--- src/rtl/coin_acceptor.sv ---
// Coin acceptor front end: synchronises and debounces two coin sensors, queues
// accepted coins and replays them to the vending machine as spaced one-cycle codes.
module coin_acceptor #(
    parameter int DEBOUNCE_CYCLES = 4,
    parameter int FIFO_DEPTH      = 4
) (
    input  logic       clk,
    input  logic       rst,
    input  logic       coin5_raw,
    input  logic       coin10_raw,
    input  logic       enable,
    output logic [1:0] in_code,
    output logic       reject,
    output logic [3:0] fifo_count
);
    localparam int         PTR_W   = (FIFO_DEPTH > 1) ? $clog2(FIFO_DEPTH) : 1;
    localparam logic [3:0] DB_LAST = 4'(DEBOUNCE_CYCLES - 1);
    localparam logic [3:0] DEPTH   = 4'(FIFO_DEPTH);

    typedef enum logic [1:0] {IDLE, EMIT, GAP} state_t;

    // Bit 0 is the 5 line, bit 1 the 10 line, so a single event equals its coin code.
    logic [1:0] raw_vec;
    logic [1:0] event_vec;
    assign raw_vec = {coin10_raw, coin5_raw};

    genvar gi;
    generate
        for (gi = 0; gi < 2; gi++) begin : line_g
            logic       sync1_q, sync1_d;
            logic       sync2_q, sync2_d;
            logic       deb_q, deb_d;
            logic       event_q, event_d;
            logic [3:0] cnt_q, cnt_d;

            always_comb begin
                sync1_d = raw_vec[gi];
                sync2_d = sync1_q;
                deb_d   = deb_q;
                cnt_d   = 4'd0;
                if (sync2_q != deb_q) begin
                    if (cnt_q == DB_LAST) begin
                        deb_d = sync2_q;
                    end else begin
                        cnt_d = cnt_q + 4'd1;
                    end
                end
                event_d = deb_d & ~deb_q;
            end

            always_ff @(posedge clk or negedge rst) begin
                if (!rst) begin
                    sync1_q <= 1'b0;
                    sync2_q <= 1'b0;
                    deb_q   <= 1'b0;
                    cnt_q   <= 4'd0;
                    event_q <= 1'b0;
                end else begin
                    sync1_q <= sync1_d;
                    sync2_q <= sync2_d;
                    deb_q   <= deb_d;
                    cnt_q   <= cnt_d;
                    event_q <= event_d;
                end
            end

            assign event_vec[gi] = event_q;
        end
    endgenerate

    logic [1:0]       mem [FIFO_DEPTH];
    logic [PTR_W-1:0] wr_ptr_q, wr_ptr_d;
    logic [PTR_W-1:0] rd_ptr_q, rd_ptr_d;
    logic [3:0]       count_q, count_d;
    logic [1:0]       in_code_q, in_code_d;
    logic [1:0]       push_code;
    logic             reject_q, reject_d;
    logic             push, pop;
    state_t           state_q, state_d;

    // A pop in this cycle frees a slot, so a full FIFO can still take the new coin.
    always_comb begin
        pop       = (state_q == IDLE) && (count_q != 4'd0);
        push      = 1'b0;
        push_code = 2'b00;
        reject_d  = 1'b0;
        if (event_vec == 2'b11) begin
            reject_d = 1'b1;
        end else if (event_vec != 2'b00) begin
            if (!enable || ((count_q == DEPTH) && !pop)) begin
                reject_d = 1'b1;
            end else begin
                push      = 1'b1;
                push_code = event_vec;
            end
        end
    end

    always_comb begin
        wr_ptr_d = wr_ptr_q;
        rd_ptr_d = rd_ptr_q;
        count_d  = count_q;
        if (push) wr_ptr_d = wr_ptr_q + 1'b1;
        if (pop)  rd_ptr_d = rd_ptr_q + 1'b1;
        case ({push, pop})
            2'b10:   count_d = count_q + 4'd1;
            2'b01:   count_d = count_q - 4'd1;
            default: count_d = count_q;
        endcase
    end

    always_comb begin
        state_d   = state_q;
        in_code_d = 2'b00;
        case (state_q)
            IDLE: begin
                if (pop) begin
                    state_d   = EMIT;
                    in_code_d = mem[rd_ptr_q];
                end
            end
            EMIT:    state_d = GAP;
            GAP:     state_d = IDLE;
            default: state_d = IDLE;
        endcase
    end

    // Storage carries no reset; the pointers and count alone define what is valid.
    always_ff @(posedge clk) begin
        if (push) mem[wr_ptr_q] <= push_code;
    end

    always_ff @(posedge clk or negedge rst) begin
        if (!rst) begin
            wr_ptr_q  <= '0;
            rd_ptr_q  <= '0;
            count_q   <= 4'd0;
            in_code_q <= 2'b00;
            reject_q  <= 1'b0;
            state_q   <= IDLE;
        end else begin
            wr_ptr_q  <= wr_ptr_d;
            rd_ptr_q  <= rd_ptr_d;
            count_q   <= count_d;
            in_code_q <= in_code_d;
            reject_q  <= reject_d;
            state_q   <= state_d;
        end
    end

    assign in_code    = in_code_q;
    assign reject     = reject_q;
    assign fifo_count = count_q;
endmodule

--- config.mk ---
export PLATFORM = sky130hd
export DESIGN_NAME = coin_acceptor
export DESIGN_NICKNAME = d
export VERILOG_FILES = /design/src/rtl/coin_acceptor.sv
export SDC_FILE = /design/constraint.sdc
export NUM_CORES = 1
export LEC_CHECK = 0
export ABC_CLOCK_PERIOD_IN_PS = 2000
export CORE_ASPECT_RATIO = 1.1
export CORE_MARGIN = 5
export CORE_UTILIZATION = 51
export CTS_CLUSTER_SIZE = 30
export DETAILED_ROUTE_END_ITERATION = 16
export PLACE_DENSITY_LB_ADDON = 0.12
export SLEW_MARGIN = 5
export SYNTH_ARGS = -nofsm -noshare
export SYNTH_HDL_FRONTEND = slang
export SYNTH_SLANG_ARGS = --single-unit
--- constraint.sdc ---
create_clock -name clk -period 2 [get_ports clk]
set_input_delay 0.6 -clock clk [delete_from_list [all_inputs] [get_ports clk]]
set_output_delay 0.6 -clock clk [all_outputs]
set_load 0.05 [all_outputs]
==> impl_metrics.env <==
export IMPL_cts_tree="built"
export IMPL_drt_iter0_markers=54
export IMPL_place_gp_congestion=0.748
export IMPL_max_vdd_ir_drop_v=0.00108
export IMPL_r2r_cells=11
export IMPL_clock_sinks=37
export IMPL_fin_area_mm2=0.00203
export IMPL_grt_max_degree=30
export IMPL_highest_layer="met4"
export IMPL_yosysWarnings=0
export IMPL_hp_start="line_g[0].sync1_q"
export IMPL_via_count=985
export IMPL_violations="negative setup slack"
export IMPL_fmax_mhz=471
export IMPL_antennaDiodeCount=0
export IMPL_cp_common_cell="xor2_1"
export IMPL_antenna_left=0
export IMPL_whs_path_depth=0
export IMPL_slew_limit_headroom_pct=74.0
export IMPL_grt_ovfl_total=0
export IMPL_worst_slew_pin_slew_ns=0.389
export IMPL_worstHoldEndpoint="line_g[0].sync2_q"
export IMPL_critPathKind="reg -> reg"
export IMPL_clkLatencyLatePin_ns=0.33
export IMPL_port_buffers=11
export IMPL_seq_area_frac_synth_pct=60.4
export IMPL_drc=0
export IMPL_coreArea_mm2=0.00302
export IMPL_met2_length_um=1550
export IMPL_path_cells="o21ai_2, o41ai_4, nor2_2, inv_2, ha_4, xor2_1, ha_2, a21oi_2, xor2_1, nor2_1, xor2_1"
export IMPL_wl_um=2770
export IMPL_post_route_period_util_pct=106
export IMPL_track_usage_pct=13.7
export IMPL_vias_per_cell=5.27
export IMPL_clk_path_buf_depth=2
export IMPL_grt_pass1_vias=1053
export IMPL_synth_seq_cells=37
export IMPL_p_total_mw=3.15
export IMPL_cp_num_buf_inv=1
export IMPL_cp_start_kind="register"
export IMPL_fillers=223
export IMPL_synth_distinct_cells=28
export IMPL_r2r_end="fifo_count[2]"
export IMPL_cp_data_arrival_time_ns=2.39
export IMPL_wl_met3_um=108
export IMPL_holdWs_ns=0.362
export IMPL_synth_ff_type="dfrtp_1"
export IMPL_r2r_start="fifo_count[2]"
export IMPL_cp_max_fo=3
export IMPL_drive_gt1_share_pct=37.9
export IMPL_skew_ns=0.00403
export IMPL_hold_viol_final=0
export IMPL_dpl_instance_area_mm2=0.00186
export IMPL_synth_edf_count=8
export IMPL_first_pass_iters=4
export IMPL_crit_required_ns=2.26
export IMPL_ios=12
export IMPL_die_height_um=68.8
export IMPL_cp_top_family="compound AO/OA/AOI/OAI gates"
export IMPL_rsz0062_at_grt="true"
export IMPL_cts_made_buffers=5
export IMPL_setup_ws_ns=-0.125
export IMPL_syn_to_final_growth_pct=27.1
export IMPL_regToRegSetupSlack_ns=-0.12
export IMPL_hold_class="reg -> reg"
export IMPL_p_leak_nw=0.891
export IMPL_initial_utilization_pct=53.0
export IMPL_dp_cells=173
export IMPL_clk_pin_slew_worst_paths_ns=0.11
export IMPL_final_cells=187
export IMPL_syn_area_mm2=0.00160
export IMPL_die_area_mm2=0.00436
export IMPL_fp_dieW_um=63.4
export IMPL_antenna_found_initial=0
export IMPL_nets=166
export IMPL_pwr_density_cell_mw_per_mm2=1550
export IMPL_wl_met1_um=1050
export IMPL_synth_nets=126
export IMPL_status="finished, violations left"
export IMPL_grt_pass1_wl_um=4540
export IMPL_cap_violations=0
export IMPL_place_hpwl_um=1850
export IMPL_maxSlewViolCount=0
export IMPL_syn_area_per_cell_um2=14.3
export IMPL_period_needed_ns=2.12
export IMPL_crit_path_max_incr_delay_ns=0.42
export IMPL_synthArstFlopShare_pct=78.4
export IMPL_setup_viol=3
export IMPL_root_buffer="clkbuf_4"
export IMPL_htreeDepth=2
export IMPL_critical_path_endpoint_type="register"
export IMPL_syn_instance_count=112
export IMPL_wl_per_cell_um=14.8
export IMPL_fp_row_count=21
export IMPL_crit_slowest_cell="dfrtp_2"
export IMPL_dp_slack_ns=-0.550
==> metrics by stage <==
step / setup TNS [ns] / util [%]
final: -0.272 / 67.3
after global routing: -0.614 / 67.3
after CTS: -0.0643 / 66.2
after detailed placement: -1.63 / 61.7
after global placement: -1.46 / 61.7
after floorplan: -0.722 / -
==> report_power, final <==
part           internal, mW  leakage, nW  total, mW  switching [mW]
logic                 0.720        0.408       1.45           0.732
clock network         0.298       0.0488      0.546           0.247
registers             0.969        0.434       1.15           0.184
total                  1.99        0.891       3.15            1.16
==> logic make-up (layout without fill, tap and decap cells) <==
family                     count (synthesis)  count (layout)  share of synthesized area (%)
DFF                                       37              37                           60.4
and+or+nand+nor                           37              37                           14.5
xor gates and xnor gates                  13              13                           7.11
adders and majority gates                 10              10                           7.66
AOI/OAI and AO/OA                          6               6                           3.75
muxes                                      6               6                           5.86
buffers and inverters                      3              44                          0.704
==> synthesized netlist by cell type (all sizes together) (2+ instances only) <==
| cell type | number | area, µm² |
|---|---|---|
| a21oi | 3 | 15.0 |
| mux4 | 2 | 45.0 |
| nor3b | 4 | 30.0 |
| and2 | 6 | 37.5 |
| nand3 | 3 | 15.0 |
| nor2b | 3 | 18.8 |
| dfrtp | 29 | 726 |
| xor2 | 6 | 52.6 |
| nand3b | 3 | 22.5 |
| mux2 | 4 | 48.8 |
| edfxtp | 8 | 240 |
| nor3 | 5 | 30.0 |
| and3b | 2 | 17.5 |
| inv | 3 | 11.3 |
| xnor2 | 7 | 61.3 |
| nor4 | 2 | 12.5 |
| ha | 9 | 113 |
| nand2b | 3 | 18.8 |
| nor2 | 4 | 17.5 |
==> state kept, by name, indices dropped and copies added (netlist names) <==
signal and count:
line_g.deb_q 2, line_g.cnt_q 8, fifo_count 4, state_q 2
reject 1, in_code 2, mem 8, line_g.event_q 2
wr_ptr_q 2, rd_ptr_q 2, line_g.sync1_q 2, line_g.sync2_q 2
==> how the worst max path moves through the flow <==
stage | startpoint | cells after the start | end
after floorplan | fifo_count[1] | 10 | fifo_count[2]
after global placement | enable | 11 | fifo_count[2]
after detailed placement | enable | 11 | fifo_count[2]
after CTS | fifo_count[1] | 10 | fifo_count[2]
after global routing | fifo_count[2] | 11 | fifo_count[2]
final | fifo_count[2] | 11 | fifo_count[2]
==> routing by layer <==
layer  vias up  GRT usage (%)
li1        475              -
met1       489           13.2
met2        15           26.8
met3         6           4.70
met4         0           5.45
met5         -              0
==> layout make-up <==
type	instances	area, µm²	share of cell area (%)
repair buffers	33	264	13.0
clock buffers	6	51.3	2.52
inverters	3	11.3	0.554
multi-input cells	72	657	32.3
well taps	34	42.5	2.09
clock inverters	2	36.3	1.78
flip-flops and latches	37	971	47.8
==> placed cells by master, fill, tap and decap left out, drive strengths merged, types with 3 or more instances in the layout <==
cell / count
clkdlybuf4s50: 3
edfxtp: 8
ha: 9
dfrtp: 29
buf: 29
clkbuf: 6
nand2b: 3
nand3b: 3
xnor2: 7
inv: 4
mux2: 4
and2: 6
nor2b: 3
nand3: 3
xor2: 6
nor3b: 4
a21oi: 3
nor3: 5
nor2: 4
==> repair_timing <==
item                       4_1_cts  5_1_grt
setup buffers                    4        2
gates resized for setup          7        4
setup endpoints to repair        3        3
gates cloned                     0        0
hold buffers                     0        0
pin swaps                        0        8
(Power assumes the default switching activity.)
